**config.mk**
```make
export PLATFORM = sky130hd
export DESIGN_NAME = deference_controller
export DESIGN_NICKNAME = d
export VERILOG_FILES = /design/src/rtl/deference_controller_pkg.sv /design/src/rtl/deference_controller_backoff_lfsr.sv /design/src/rtl/deference_controller.sv
export SDC_FILE = /design/constraint.sdc
export NUM_CORES = 1
export LEC_CHECK = 0
export CORE_ASPECT_RATIO = 1.5
export CORE_MARGIN = 1.5
export CORE_UTILIZATION = 45
export CTS_BUF_LIST = sky130_fd_sc_hd__clkbuf_2 sky130_fd_sc_hd__clkbuf_4 sky130_fd_sc_hd__clkbuf_8
export DETAILED_ROUTE_END_ITERATION = 7
export PLACE_DENSITY = 0.66
export SLEW_MARGIN = 20
export SYNTH_ARGS = -nofsm -noshare
export SYNTH_HDL_FRONTEND = slang
export SYNTH_SLANG_ARGS = --single-unit
```
**constraint.sdc**
```tcl
create_clock -name clk -period 3.9 [get_ports clk]
set_input_delay 1.17 -clock clk [delete_from_list [all_inputs] [get_ports clk]]
set_output_delay 1.17 -clock clk [all_outputs]
set_load 0.03 [all_outputs]
```
**src/rtl/deference_controller_pkg.sv**
```systemverilog
// Shared definitions for the half-duplex CSMA/CD deference controller.
//   state_e       : FSM state encoding
//   timing consts : MII clock counts for IPG, jam and backoff slot
//   LFSR consts   : backoff LFSR seed and feedback taps
//   lfsr_step     : one Fibonacci LFSR shift
//   backoff_mask  : low-k-bit mask used to draw the backoff slot count
package deference_controller_pkg;

  typedef enum logic [2:0] {
    StCarrier,
    StIpg1,
    StIpg2,
    StReady,
    StXmit,
    StJam,
    StBackoff
  } state_e;

  // MII runs 4 bits per clock.
  localparam int unsigned IpgCycles    = 24;   // 96 bit times
  localparam int unsigned Ipg1Cycles   = 16;   // first 2/3 of the gap
  localparam int unsigned JamCycles    = 8;    // 32 bit times
  localparam int unsigned SlotCycles   = 128;  // 512 bit times
  localparam int unsigned AttemptLimit = 16;
  localparam int unsigned BackoffLimit = 10;

  localparam logic [15:0] LfsrSeed = 16'hACE1;
  // x^16 + x^14 + x^13 + x^11 + 1 as bit positions 15, 13, 12, 10.
  localparam logic [15:0] LfsrTaps = 16'hB400;

  function automatic logic [15:0] lfsr_step(logic [15:0] cur);
    return {cur[14:0], ^(cur & LfsrTaps)};
  endfunction

  function automatic logic [15:0] backoff_mask(logic [4:0] k);
    if (k >= 5'd16) begin
      return 16'hFFFF;
    end
    return (16'd1 << k) - 16'd1;
  endfunction

endpackage

```
**src/rtl/deference_controller_backoff_lfsr.sv**
```systemverilog
// Free-running 16-bit Fibonacci LFSR supplying backoff randomness.
// Ports:
//   clk   : clock, posedge
//   reset : synchronous active-high, loads SEED
//   value : current LFSR contents
module deference_controller_backoff_lfsr
  import deference_controller_pkg::*;
#(
  parameter logic [15:0] SEED = LfsrSeed
) (
  input  logic        clk,
  input  logic        reset,
  output logic [15:0] value
);

  logic [15:0] lfsr_q, lfsr_d;

  always_comb begin
    lfsr_d = lfsr_step(lfsr_q);
    // The all-zero state is a lock-up; only reachable with a zero seed.
    if (lfsr_d == 16'h0000) begin
      lfsr_d = 16'h0001;
    end
  end

  always_ff @(posedge clk) begin
    if (reset) begin
      lfsr_q <= SEED;
    end else begin
      lfsr_q <= lfsr_d;
    end
  end

  assign value = lfsr_q;

endmodule

```
**src/rtl/deference_controller.sv**
```systemverilog
// Half-duplex CSMA/CD transmit scheduler (MII, 4 bits per clock).
// Defers to carrier, enforces the inter-packet gap, grants the MAC transmit
// path, and sequences jam, truncated binary exponential backoff and abort.
// Ports:
//   clk       : clock, posedge
//   reset     : synchronous active-high
//   crs       : carrier sense
//   col       : collision detect (only honoured while transmitting)
//   tx_req    : MAC frame pending, held until tx_ok / tx_abort
//   tx_done   : one-cycle pulse, MAC finished the frame
//   tx_grant  : MAC may transmit
//   jam       : drive jam pattern
//   deferring : high unless ready or transmitting
//   tx_ok     : one-cycle pulse, frame sent cleanly
//   tx_abort  : one-cycle pulse, attempt limit reached
//   attempts  : collisions suffered by the current frame
module deference_controller
  import deference_controller_pkg::*;
#(
  parameter int unsigned IPG_CYCLES    = IpgCycles,
  parameter int unsigned IPG1_CYCLES   = Ipg1Cycles,
  parameter int unsigned JAM_CYCLES    = JamCycles,
  parameter int unsigned SLOT_CYCLES   = SlotCycles,
  parameter int unsigned ATTEMPT_LIMIT = AttemptLimit,
  parameter int unsigned BACKOFF_LIMIT = BackoffLimit,
  parameter logic [15:0] LFSR_SEED     = LfsrSeed
) (
  input  logic       clk,
  input  logic       reset,
  input  logic       crs,
  input  logic       col,
  input  logic       tx_req,
  input  logic       tx_done,
  output logic       tx_grant,
  output logic       jam,
  output logic       deferring,
  output logic       tx_ok,
  output logic       tx_abort,
  output logic [4:0] attempts
);

  localparam int unsigned GapW = $clog2(IPG_CYCLES + 1);
  localparam int unsigned JamW = $clog2(JAM_CYCLES + 1);
  // Largest load is (2^BACKOFF_LIMIT - 1) * SLOT_CYCLES; one spare bit.
  localparam int unsigned BoW  = BACKOFF_LIMIT + $clog2(SLOT_CYCLES) + 1;

  state_e          state_q, state_d;
  logic [GapW-1:0] gap_q, gap_d;
  logic [JamW-1:0] jam_cnt_q, jam_cnt_d;
  logic [BoW-1:0]  bo_q, bo_d;
  logic [4:0]      att_q, att_d;
  logic            ok_d, abort_d;
  logic            grant_q, jam_q, deferring_q, ok_q, abort_q;

  logic [15:0]     lfsr_val;
  logic [4:0]      backoff_exp;
  logic [BoW-1:0]  backoff_load;

  deference_controller_backoff_lfsr #(
    .SEED (LFSR_SEED)
  ) u_backoff_lfsr (
    .clk   (clk),
    .reset (reset),
    .value (lfsr_val)
  );

  // Backoff draw: r uniform in [0, 2^k), k = min(attempts, BACKOFF_LIMIT).
  always_comb begin
    backoff_exp  = (att_q > 5'(BACKOFF_LIMIT)) ? 5'(BACKOFF_LIMIT) : att_q;
    backoff_load = BoW'(lfsr_val & backoff_mask(backoff_exp)) * BoW'(SLOT_CYCLES);
  end

  always_comb begin
    state_d   = state_q;
    gap_d     = gap_q;
    jam_cnt_d = jam_cnt_q;
    bo_d      = bo_q;
    att_d     = att_q;
    ok_d      = 1'b0;
    abort_d   = 1'b0;

    unique case (state_q)
      StCarrier: begin
        // The edge that first sees the line idle counts as gap clock 1.
        if (!crs) begin
          state_d = StIpg1;
          gap_d   = GapW'(1);
        end
      end

      StIpg1: begin
        if (crs) begin
          state_d = StCarrier;
        end else begin
          gap_d = gap_q + GapW'(1);
          if (gap_q == GapW'(IPG1_CYCLES - 1)) begin
            state_d = StIpg2;
          end
        end
      end

      // Carrier is deliberately ignored in the last third of the gap.
      StIpg2: begin
        gap_d = gap_q + GapW'(1);
        if (gap_q == GapW'(IPG_CYCLES - 1)) begin
          state_d = tx_req ? StXmit : StReady;
        end
      end

      StReady: begin
        if (tx_req) begin
          state_d = StXmit;
        end else if (crs) begin
          state_d = StCarrier;
        end
      end

      StXmit: begin
        // A finished frame beats a late collision in the same cycle.
        if (tx_done) begin
          state_d = StIpg1;
          gap_d   = GapW'(1);
          ok_d    = 1'b1;
          att_d   = '0;
        end else if (col) begin
          state_d   = StJam;
          jam_cnt_d = '0;
          if (att_q < 5'(ATTEMPT_LIMIT)) begin
            att_d = att_q + 5'd1;
          end
        end
      end

      StJam: begin
        if (jam_cnt_q == JamW'(JAM_CYCLES - 1)) begin
          if (att_q == 5'(ATTEMPT_LIMIT)) begin
            state_d = StCarrier;
            abort_d = 1'b1;
            att_d   = '0;
          end else begin
            state_d = StBackoff;
            bo_d    = backoff_load;
          end
        end else begin
          jam_cnt_d = jam_cnt_q + JamW'(1);
        end
      end

      // A zero draw still spends one clock here before deferral resumes.
      StBackoff: begin
        if (bo_q == '0) begin
          state_d = StCarrier;
        end else begin
          bo_d = bo_q - BoW'(1);
        end
      end

      default: begin
        state_d = StCarrier;
      end
    endcase
  end

  always_ff @(posedge clk) begin
    if (reset) begin
      state_q     <= StCarrier;
      gap_q       <= '0;
      jam_cnt_q   <= '0;
      bo_q        <= '0;
      att_q       <= '0;
      grant_q     <= 1'b0;
      jam_q       <= 1'b0;
      deferring_q <= 1'b1;
      ok_q        <= 1'b0;
      abort_q     <= 1'b0;
    end else begin
      state_q     <= state_d;
      gap_q       <= gap_d;
      jam_cnt_q   <= jam_cnt_d;
      bo_q        <= bo_d;
      att_q       <= att_d;
      grant_q     <= (state_d == StXmit);
      jam_q       <= (state_d == StJam);
      deferring_q <= !((state_d == StReady) || (state_d == StXmit));
      ok_q        <= ok_d;
      abort_q     <= abort_d;
    end
  end

  assign tx_grant  = grant_q;
  assign jam       = jam_q;
  assign deferring = deferring_q;
  assign tx_ok     = ok_q;
  assign tx_abort  = abort_q;
  assign attempts  = att_q;

  // Transmit is only ever entered with a pending request.
  a_xmit_needs_req : assert property (@(posedge clk) disable iff (reset)
    ((state_q != StXmit) && (state_d == StXmit)) |-> tx_req);

  a_ok_abort_excl : assert property (@(posedge clk) disable iff (reset)
    !(tx_ok && tx_abort));

endmodule
```
==> reports/metrics.cfg, run 1 <==
[pwr]
peakVddDrop_mv = 0.193
p_leak_uw = 0.00118
cellPowerDensity_nw_per_um2 = 293

[clocking]
post_cts_resized = 0
cts-hold-fix-buffers = 0
cts_tree = built
clock_path_buffers = 2
clkTransAtPathRegs_ps = 100
cts_root_buffer = clkbuf_8
clk_latency_ps = 320
clock_sinks = 56
cts_setup_buffers = 0
htreeDepth = 2
cts_buffers = 5

[synthesis]
ys_ff_latch = 56
synth_area_um2 = 3070
async_flop_share_pct = 0
yosysUniqueCellTypes = 68
synth-edff-count = 0
synth_cells = 364
synthFlopType = dfxtp_1
synthesis.nets = 377
yosysWarnings = 0
syn_area_per_cell_um2 = 8.44
yosysSeqAreaShare_pct = 36.5

[die]
core_area_um2 = 6530
start_util_pct = 47.0
die_area_um2 = 7340
boundaryPins = 16
fp.dieH_um = 104
die_w_um = 70.5
rows = 36

[worst_hold_path]
holdPathStages = 1
min_path_type = reg2reg
min_from = u_backoff_lfsr.value[11]$_SDFF_PP1_
hold_end = u_backoff_lfsr.value[12]$_SDFF_PP0_

[grt]
grt_pass1_wl_mm = 12.0
overflow = 0
antenna_found_initial = 0
grt_usage_pct = 20.2
grt_pass1_vias = 2572
grt_max_degree = 31

[place]
hpwl_mm = 5.08
port_buffers = 15
gp_congestion = 0.810

[setup_path]
crit_type = reg2out
critical_path.max_stage_delay_ps = 760
rr_startpoint = state_q[0]$_SDFF_PP0_
crit_path_max_fanout = 14
r2r_cells = 6
crit_buf_inv = 1
worstPathCellList = clkdlybuf4s50_1
ff2ff_setup_slack_ps = 1250
critPathTopFamily = buffers and inverters
critPathCaptureType = output pin
start_kind = flip-flop
rr_endpoint = bo_q[6]$_SDFFE_PP0P_
crit_cells = 1
cp.arrival_ps = 1710
required_ps = 2730
slowest_stage = clkdlybuf4s50_1

[timing]
fin_skew_ps = 5.57
relSlewSlack_pct = 49.3
finalCritPeriodShare_pct = 73.9
final_hold_viol_count = 0
min_period_ps = 2880
setup_viol_count_final = 0
fmax_ghz = 0.347
rsz0062_at_grt = false
setup_tns_ps = 0
fin_hold_ws_ps = 473
tightest_slew_ps = 758
slew_viol_final = 0

[final_layout]
finalNetCount = 380
syn_to_final_growth_pct = 6.80
fin_util_pct = 50.2
drive_gt1_share_pct = 11.7
n_antenna_cell = 0

[routing]
num_vias = 2652
routedWlPerCell_um = 15.6
drc = 0
ant_nets = 0
drt_iter0_drc = 212
drtPass1Iterations = 4
drt-total-wl_mm = 6.93
routed_via_density = 5.99

[run]
maxCapViolCount = 0

[run_status]
status = finished clean

==> power by group <==
| part | leakage [µW] | internal [µW] | total (µW) | switching (µW) |
|---|---|---|---|---|
| clock | 0.0000400 | 122 | 308 | 186 |
| combinational | 0.000681 | 24.3 | 51.2 | 26.9 |
| sequential | 0.000456 | 586 | 601 | 14.8 |
==> stage by stage <==
step | total power (µW) | instance area [µm²] | setup WS [ps] | cells
after CTS | 970 | 3280 | 1000 | 443
after detailed placement | 665 | 3200 | 941 | 436
final | 960 | 3280 | 1020 | 443
after global placement | 664 | 3200 | 1000 | 436
after floorplan | 647 | 3070 | 1620 | 364
after global routing | 1010 | 3280 | 933 | 443
==> routing by layer <==
metal	share of wire, %	GRT usage, %	vias to the layer above
met5	0	0	-
met4	2.5	8.93	0
met3	1.5	3.49	13
met2	53	35.8	28
met1	43	23.1	1264
li1	-	-	1347
==> how the worst max path moves through the flow <==
stage | end | startpoint | slack, ps
after floorplan | gap_q[3]$_SDFFE_PP0P_ | crs | 1620
final | attempts[3] | attempts[3]$_SDFFE_PP0P_ | 1020
after global routing | attempts[2] | attempts[2]$_SDFFE_PP0P_ | 930
after detailed placement | gap_q[3]$_SDFFE_PP0P_ | crs | 940
after global placement | gap_q[3]$_SDFFE_PP0P_ | crs | 1000
after CTS | attempts[2] | attempts[2]$_SDFFE_PP0P_ | 1000
==> sequential cells by signal, summed over array words and instances, names as in the netlist <==
name and flops:
attempts 5, gap_q 5, jam 1, tx_abort 1, tx_grant 1, tx_ok 1, bo_q 18, state_q 3
u_backoff_lfsr.value 16, deferring 1, jam_cnt_q 4
==> synthesized netlist by cell type (5+ instances only) <==
library cell  number  share of area (%)
xnor2_1            8                2.3
nand2_1           20                2.4
a21oi_1           28                4.6
or2_2             10                2.0
and3_1             5                1.0
or3_1              5                1.0
nor2b_1            5                1.0
and2_1             7                1.4
a31oi_1            6                1.2
dfxtp_1           56                 36
nor3_1            11                1.8
clkbuf_1          13                1.6
nand3_1           10                1.6
o31ai_1            6                1.5
nand4_1            6                1.2
nor2_1            25                3.1
o21ai_0           25                4.1
inv_1             11                1.3
nand3b_1           7                1.7
ha_1               7                2.9
nor4_1             7                1.4
==> cell usage in the layout, fill, tap and decap left out, types with 4 or more instances in the layout <==
cell type	netlist	routed
clkbuf_8	1	5
ha_1	7	7
o21a_1	4	4
o31a_1	4	4
nor3b_1	4	4
or3_2	4	4
nor3_1	11	11
and2_1	7	7
clkdlybuf4s50_1	0	15
nor2b_1	5	5
a31oi_1	6	6
xnor2_1	8	8
a21oi_1	28	28
or3_1	5	5
or2_2	10	10
inv_1	11	11
nor4_1	7	7
o21ai_0	25	25
nand3b_1	7	7
nand2_1	20	20
o31ai_1	6	6
dfxtp_1	56	56
nand4_1	6	6
nor2_1	25	25
and3_1	5	5
nand3_1	10	10
==> cell families after synthesis <==
kind of cell,count (synthesis),synth area share [%]
AOI/OAI and AO/OA,108,23.3
xor gates and xnor gates,10,2.85
adders and majority gates,7,2.85
buffers and inverters,33,5.90
DFF,56,36.5
muxes,3,1.06
and+or+nand+nor,147,27.5
==> final cells by class <==
class                           count  area, µm²
Fill cell                         628       3250
Multi-Input combinational cell    275       1770
Sequential cell                    56       1120
Timing Repair Buffer               18        173
Tap cell                           76       95.1
Clock buffer                        5       68.8
Inverter                           11       41.3
Clock inverter                      2       12.5
Note: power is estimated with default switching activity, not from simulation.
==> run 2, diff against run 1 <==
PLACE_DENSITY = 0.68   (was 0.66)
clock period = 2.35 ns   (was 3.9 ns; I/O delays follow)
==> reports/metrics.cfg, run 2 (same netlist as run 1, synthesis figures left out) <==
[die]
fp.dieH_um = 104  ; unchanged
die_w_um = 70.5  ; unchanged
rows = 36  ; unchanged
boundaryPins = 16  ; unchanged
die_area_um2 = 7340  ; unchanged
start_util_pct = 47.0  ; unchanged
core_area_um2 = 6530  ; unchanged

[timing]
final_hold_viol_count = 0  ; unchanged
finalCritPeriodShare_pct = 96.9
fin_skew_ps = 7.32  ; +1.75 ps
tightest_slew_ps = 591  ; -168 ps
rsz0062_at_grt = false
relSlewSlack_pct = 60.1  ; +11 points
min_period_ps = 2280
slew_viol_final = 0  ; unchanged
setup_tns_ps = 0  ; unchanged
setup_viol_count_final = 0  ; unchanged
fmax_ghz = 0.439
fin_hold_ws_ps = 466  ; -6.51 ps

[clocking]
cts_buffers = 5  ; unchanged
clock_sinks = 56  ; unchanged
cts_tree = built
cts_root_buffer = clkbuf_8
clk_latency_ps = 320  ; about the same
clkTransAtPathRegs_ps = 90  ; about the same
htreeDepth = 2  ; unchanged
clock_path_buffers = 2  ; unchanged
cts-hold-fix-buffers = 0  ; unchanged

[setup_path]
crit_type = reg2out
start_kind = flip-flop
crit_path_max_fanout = 15  ; +1
rr_startpoint = bo_q[0]$_SDFFE_PP0P_
ff2ff_setup_slack_ps = 180  ; -1070 ps
critPathCaptureType = output pin
rr_endpoint = deferring$_SDFF_PP1_
r2r_cells = 8  ; +2
required_ps = 1640  ; -1090 ps
cp.arrival_ps = 1570  ; -140 ps

[routing]
drt-total-wl_mm = 7.06  ; +1.9%
drtPass1Iterations = 4  ; unchanged
drc = 0  ; unchanged
routed_via_density = 5.88  ; -1.8%
num_vias = 2751  ; +3.7%
ant_nets = 0  ; unchanged
drt_iter0_drc = 161  ; -24%
routedWlPerCell_um = 15.1  ; -3.6%

[worst_hold_path]
min_path_type = reg2reg
hold_end = u_backoff_lfsr.value[15]$_SDFF_PP1_
holdPathStages = 1  ; unchanged
min_from = u_backoff_lfsr.value[14]$_SDFF_PP0_

[pwr]
p_leak_uw = 0.00136  ; +16%
cellPowerDensity_nw_per_um2 = 544  ; +86%
peakVddDrop_mv = 0.345  ; +79%

[grt]
grt_usage_pct = 20.3  ; +0.099 points
antenna_found_initial = 0  ; unchanged
overflow = 0  ; unchanged
grt_max_degree = 28  ; -9.7%
grt_pass1_wl_mm = 12.1  ; +0.69%
grt_pass1_vias = 2643  ; +2.8%

[final_layout]
drive_gt1_share_pct = 17.6  ; +5.9 points
largest_reg_flops = 18  ; unchanged
n_antenna_cell = 0  ; unchanged
finalNetCount = 404  ; +6.3%
final_cell_mix = 56 x dfxtp_1, 28 x a21oi_1, 26 x buf_4
top_register = bo_q
layout.cells.most_common = dfxtp_1
syn_to_final_growth_pct = 15.8
design_area_um2 = 3560  ; +8.5%

[place]
port_buffers = 15  ; unchanged
hpwl_mm = 5.22  ; +2.7%
place_area_um2 = 3390  ; +6.0%
gp_congestion = 0.819  ; +1.1%

[run_status]
status = finished clean

[run]
maxCapViolCount = 0  ; unchanged

## run 2: per-layer routing
metal	vias to the layer above	wire, µm	GRT usage, %
met4	0	200	8.93
li1	1394	-	-
met2	33	3680	36.1
met3	16	175	3.29
met1	1308	3010	23.3
met5	-	0	0
## run 2: worst max-delay path by stage
stage	cells after the start	from	slack [ps]	to
after floorplan	9	attempts[1]$_SDFFE_PP0P_	120	bo_q[15]$_SDFFE_PP0P_
after global placement	6	col	120	attempts[1]$_SDFFE_PP0P_
after detailed placement	6	col	40	attempts[1]$_SDFFE_PP0P_
after CTS	2	attempts[1]$_SDFFE_PP0P_	80	attempts[1]
after global routing	2	attempts[1]$_SDFFE_PP0P_	7	attempts[1]
final	2	attempts[1]$_SDFFE_PP0P_	70	attempts[1]
## run 2: metrics by stage
stage	setup slack, ps	std cells	power [µW]	util (%)
after floorplan	117	364	1070	-
after global placement	116	460	1110	52.0
after detailed placement	38.6	460	1110	52.0
after CTS	80.2	468	1970	54.4
after global routing	6.55	468	2020	54.5
final	73.9	468	1940	54.5
## run 2: repair_timing
action | CTS | global route
gates resized for setup | 0 | 2
setup buffers | 0 | 0
endpoints found under the setup margin | 0 | 1
## run 2: cell type report
cell class,instances,area (µm²)
Timing Repair Buffer,42,368
Fill cell,600,2970
Tap cell,76,95.1
Clock inverter,3,90.1
Sequential cell,56,1120
Inverter,11,41.3
Multi-Input combinational cell,275,1780
Clock buffer,5,68.8
## run 2: power by group
group / switching [µW] / internal (µW) / total, µW
Combinational: 49.9 / 46.1 / 96.0
Sequential: 19.3 / 972 / 992
Clock: 315 / 532 / 848
Total: 385 / 1550 / 1940
## run 2: worst max-delay path: stages (launching register included)
cell and delay, ps:
dfxtp_1 360, buf_4 210, clkdlybuf4s50_1 690
==> run 3, diff against run 2 <==
PLACE_DENSITY = 0.65   (was 0.68)
==> reports/metrics.cfg, run 3 (same netlist as run 1, synthesis figures left out) <==
[run_status]
status = finished clean

[routing]
drtPass1Iterations = 4  ; unchanged
drc = 0  ; unchanged
drt_iter0_drc = 169  ; +5.0%
drt-total-wl_mm = 7.28  ; +3.1%
routedWlPerCell_um = 15.6  ; +3.3%
routed_via_density = 5.85  ; -0.48%
num_vias = 2732  ; -0.69%
ant_nets = 0  ; unchanged

[timing]
fmax_ghz = 0.445  ; +1.3%
min_period_ps = 2250  ; -29.3 ps
slew_viol_final = 0  ; unchanged
fin_hold_ws_ps = 476  ; +10.1 ps
rsz0062_at_grt = false
relSlewSlack_pct = 62.9  ; +2.8 points
tightest_slew_ps = 551  ; -39.5 ps
setup_tns_ps = 0  ; unchanged
final_hold_viol_count = 0  ; unchanged
setup_viol_count_final = 0  ; unchanged
worst_slack_ps = 103  ; +29.3 ps
finalCritPeriodShare_pct = 95.6  ; -1.2 points
fin_skew_ps = 7.85  ; +0.525 ps

[clocking]
cts-hold-fix-buffers = 0  ; unchanged
post_cts_resized = 0  ; unchanged
clock_sinks = 56  ; unchanged
cts_root_buffer = clkbuf_8
cts_setup_buffers = 0  ; unchanged
cts_tree = built
clock_path_buffers = 2  ; unchanged
htreeDepth = 2  ; unchanged
clkTransAtPathRegs_ps = 110  ; +20 ps
clk_latency_ps = 310  ; about the same
cts_buffers = 5  ; unchanged

[run]
maxCapViolCount = 0  ; unchanged

[pwr]
p_leak_uw = 0.00131  ; -4.1%
clockPowerShare_pct = 34.2  ; -9.6 points
p_int_uw = 1240  ; -20%
peakVddDrop_mv = 0.293  ; -15%
p_sw_uw = 423  ; +9.9%
cellPowerDensity_nw_per_um2 = 476  ; -12%
swShare_pct = 25.4  ; +5.6 points
combPwrFrac_pct = 5.9  ; +0.9 points
power_uw = 1660  ; -14%
seqPwrFrac_pct = 59.9  ; +8.7 points

[die]
die_w_um = 70.5  ; unchanged
die_area_um2 = 7340  ; unchanged
rows = 36  ; unchanged
boundaryPins = 16  ; unchanged
start_util_pct = 47.0  ; unchanged
core_area_um2 = 6530  ; unchanged
fp.dieH_um = 104  ; unchanged

[grt]
antenna_found_initial = 0  ; unchanged
grt_pass1_vias = 2682  ; +1.5%
grt_usage_pct = 20.3  ; about the same
grt_max_degree = 20  ; -29%
grt_pass1_wl_mm = 12.3  ; +1.3%
overflow = 0  ; unchanged

[final_layout]
nFillCells = 610  ; +1.7%
syn_to_final_growth_pct = 13.4
n_antenna_cell = 0  ; unchanged
final_cell_mix = 56 x dfxtp_1, 28 x a21oi_1, 25 x nor2_1, 25 x o21ai_0, 25 x buf_4
drive_gt1_share_pct = 17.4  ; -0.21 points
seqCellArea_um2 = 1120  ; unchanged
top_register = bo_q
multi_input_area_um2 = 1780  ; about the same
largest_reg_flops = 18  ; unchanged
finalNetCount = 403  ; -0.25%
layout.cells.most_common = dfxtp_1

[place]
place_ws_ps = 86.3  ; +47.7 ps
hpwl_mm = 5.53  ; +6.0%
gp_congestion = 0.891  ; +8.9%
port_buffers = 15  ; unchanged

[setup_path]
crit_type = reg2out
required_ps = 1640  ; about the same
critPathCaptureType = output pin
start_kind = flip-flop
cp.arrival_ps = 1540  ; -30 ps
crit_path_max_fanout = 15  ; unchanged

[worst_hold_path]
min_path_type = reg2reg

run 3: metrics by stage:
stage	std cells	util (%)	area, µm²
after floorplan	364	-	3070
after global placement	459	51.8	3390
after detailed placement	459	51.8	3390
after CTS	467	53.3	3480
after global routing	467	53.4	3490
final	467	53.4	3490
run 3: layout make-up:
cell class | instances | share of cell area (%)
Multi-Input combinational cell | 275 | 51.0
Sequential cell | 56 | 32.2
Timing Repair Buffer | 41 | 10.3
Tap cell | 76 | 2.73
Clock buffer | 5 | 1.97
Inverter | 11 | 1.18
Clock inverter | 3 | 0.718
run 3: power by group through the flow:
stage / registers, µW / clock network [µW] / logic (µW)
floorplan: 1010 / 0 / 66.4
global placement: 1020 / 0 / 96.4
detailed placement: 1020 / 0 / 98.3
CTS: 995 / 576 / 98.7
global route: 999 / 608 / 110
finish: 995 / 568 / 98.6
run 3: critical path, stage by stage, from the launching register on:
cell and delay [ps]:
dfxtp_1 340, buf_4 200, clkdlybuf4s50_1 690
run 3: final timing paths:
path                                                     startpoint                                   to  slack [ps]  cells after the start
worst min register to register  u_backoff_lfsr.value[14]$_SDFF_PP0_  u_backoff_lfsr.value[15]$_SDFF_PP1_         480                      1
worst min-delay path            u_backoff_lfsr.value[14]$_SDFF_PP0_  u_backoff_lfsr.value[15]$_SDFF_PP1_         480                      1
worst max register to register            jam_cnt_q[0]$_SDFFE_PP0P_                 bo_q[6]$_SDFFE_PP0P_         210                      7
worst max-delay path                       attempts[1]$_SDFFE_PP0P_                          attempts[1]         100                      2
run 3: per-layer routing:
layer / routed length (µm) / GRT usage (%) / share of wire [%]
met1: 2980 / 22.9 / 41
met2: 4050 / 38.1 / 56
met3: 138 / 2.23 / 1.9
met4: 111 / 7.28 / 1.5
met5: 0 / 0 / 0
==> patch, RTL diff (flow settings as in run 1) <==
Change the package constant `BackoffLimit` from 10 to 20.
--- a/src/rtl/deference_controller_pkg.sv
+++ b/src/rtl/deference_controller_pkg.sv
@@ -24,3 +24,3 @@
   localparam int unsigned AttemptLimit = 16;
-  localparam int unsigned BackoffLimit = 10;
+  localparam int unsigned BackoffLimit = 20;
 
Function: same outputs for any inputs over 10 cycles, from zero or initial values and one cycle with reset high; that may be too few to reach the edited logic, so the function may still have changed.
==> patch against run 1 <==
  * Area after synthesis grew 23%
  * Sequential cell count grew 10
  * Routed wire length grew 44%
  * First-iteration DRC count grew 71%
  * Setup slack lost 200 ps
  * Cell area grew 30%
  * Via count grew 38%
  * Non-clock buffer count grew 6
  * Sequential share of layout area shrank 3.1 points
  * Power grew 55%
  * Clock skew grew 2.5 ps
  * Critical path depth is the same
  * Highest routed layer unchanged
  * Sequential power grew 17%
==> patch: results (changes against run 1) <==
{
  "outcome": "complete, no violations",
  "synth.net_count": {"value": 477, "change": "+27%"},
  "cpPeakStageDelay": {"value": 800, "unit": "ps", "change": "+40 ps"},
  "gpl.final_weighted_congestion": {"value": 0.806, "change": "-0.40%"},
  "met1_usage": {"value": 0.277, "change": "+0.0457"},
  "postCtsSetupBuffers": {"value": 0, "change": "unchanged"},
  "number_of_global_route_vias_before_repair": {"value": 3417, "change": "+33%"},
  "cts_inserted_buffers": {"value": 9, "change": "+4"},
  "hold-worst-slack": {"value": 466, "unit": "ps", "change": "-6.86 ps"},
  "pin_count_of_the_biggest_net_entering_global_routing": {"value": 37, "change": "+19%"},
  "largest_register_ff_count": {"value": 28, "change": "+10"},
  "wl_met2": {"value": 4990, "unit": "um", "change": "+35%"},
  "cpMaxStageDelayCell": "clkdlybuf4s50_1",
  "drt_first_pass_iters": {"value": 5, "change": "+1"},
  "grtUsageMet2": {"value": 0.393, "change": "+0.0346"},
  "ys_top_cells_by_count": "dfxtp_1 (66), nor2_1 (33), nand2_1 (31), a21oi_1 (27), clkbuf_1 (26)",
  "wl_per_cell": {"value": 17.3, "unit": "um", "change": "+10%"},
  "num_vias": {"value": 3655, "change": "+38%"},
  "leakage": {"value": 1.60, "unit": "nW", "change": "+36%"},
  "worst_pin_slew": {"value": 831, "unit": "ps", "change": "+72.9 ps"},
  "worstReg2RegStart": "attempts[1]$_SDFFE_PP0P_",
  "worst_ep_arrival_time": {"value": 1910, "unit": "ps", "change": "+200 ps"},
  "hold_path.startpoint": "u_backoff_lfsr.value[5]$_SDFF_PP1_",
  "hold_class": "flop to flop",
  "n_fill_cell": {"value": 746, "change": "+19%"},
  "worst_skew_pair.late_latency": {"value": 360, "unit": "ps", "change": "+40 ps"},
  "path_clk_slew": {"value": 70, "unit": "ps", "change": "-30 ps"},
  "met3_usage": {"value": 0.0373, "change": "+0.00242"},
  "peakVddDrop": {"value": 0.324, "unit": "mV", "change": "+68%"},
  "grt_util_all_layers": {"value": 0.231, "change": "+0.0296"},
  "drt-initial-drc-count": {"value": 363, "change": "+71%"},
  "post_route_cells_drive_above_1_share": {"value": 0.0973, "change": "-0.0199"},
  "reg2reg_depth": {"value": 7, "change": "+1"},
  "hold_path_end": "u_backoff_lfsr.value[6]$_SDFF_PP1_",
  "hpwl": {"value": 6910, "unit": "um", "change": "+36%"},
  "synth_cell_type_count": {"value": 59, "change": "-13%"},
  "netlist_top_cells_area": "dfxtp_1 (35%), a21oi_1 (3.6%), a31oi_1 (3.3%), nor2_1 (3.3%), o31ai_1 (3.2%)",
  "clock_skew": {"value": 8.08, "unit": "ps", "change": "+2.51 ps"},
  "synth_seq_area_share": {"value": 0.350, "change": "-0.0145"},
  "met1_length": {"value": 4170, "unit": "um", "change": "+41%"},
  "cts-htree-levels": {"value": 3, "change": "+1"},
  "r2r_path_end": "bo_q[24]$_SDFFE_PP0P_",
  "reg2reg_setup_slack": {"value": 970, "unit": "ps", "change": "-280 ps"},
  "worst-path-max-fanout": {"value": 19, "change": "+5"}
}
-- patch: cell types whose count changed after synthesis, sizes merged, moves of 8 or more --
cell	run 1	this run
nor2	25	33
or4	4	13
nand2	23	31
clkbuf	14	26
o31ai	6	16
dfxtp	56	66
nor3	11	21
a31oi	6	20
o21ai	27	12
o311ai	0	9
-- patch: logic make-up (layout without fill, tap and decap cells) --
group,count (synthesis),in the layout,share of synthesized area
and+or+nand+nor,199,199,0.296
AOI/OAI and AO/OA,128,128,0.237
DFF,66,66,0.350
buffers and inverters,44,53,0.0451
xor gates and xnor gates,12,12,0.0279
muxes,8,8,0.0212
adders and majority gates,7,7,0.0232
-- patch: worst max path at each step --
stage	end	slack (ps)	cells after the start
floorplan	bo_q[4]$_SDFFE_PP0P_	1500	6
global placement	bo_q[26]$_SDFFE_PP0P_	1090	7
detailed placement	bo_q[26]$_SDFFE_PP0P_	1040	7
CTS	attempts[4]	820	1
global route	bo_q[26]$_SDFFE_PP0P_	760	6
finish	attempts[4]	820	1
-- patch: area by class of cell --
class,count,area share
Tap cell,105,0.0309
Sequential cell,66,0.310
Multi-Input combinational cell,354,0.537
Clock buffer,10,0.0323
Inverter,13,0.0115
Timing Repair Buffer,24,0.0512
Clock inverter,6,0.0268
-- patch: power by group through the flow --
stage	Sequential, mW	Combinational [mW]	Clock [mW]
final	0.704	0.0581	0.729
after global routing	0.706	0.0648	0.761
after CTS	0.703	0.0584	0.736
after detailed placement	0.719	0.0584	0
after global placement	0.719	0.0580	0
after floorplan	0.711	0.0431	0
-- patch: metrics by stage --
step,cell area [um^2],setup slack [ps],cells
floorplan,3770,1500,464
global route,4260,763,578
CTS,4260,817,578
finish,4260,823,578
global placement,4000,1090,562
detailed placement,4000,1040,562
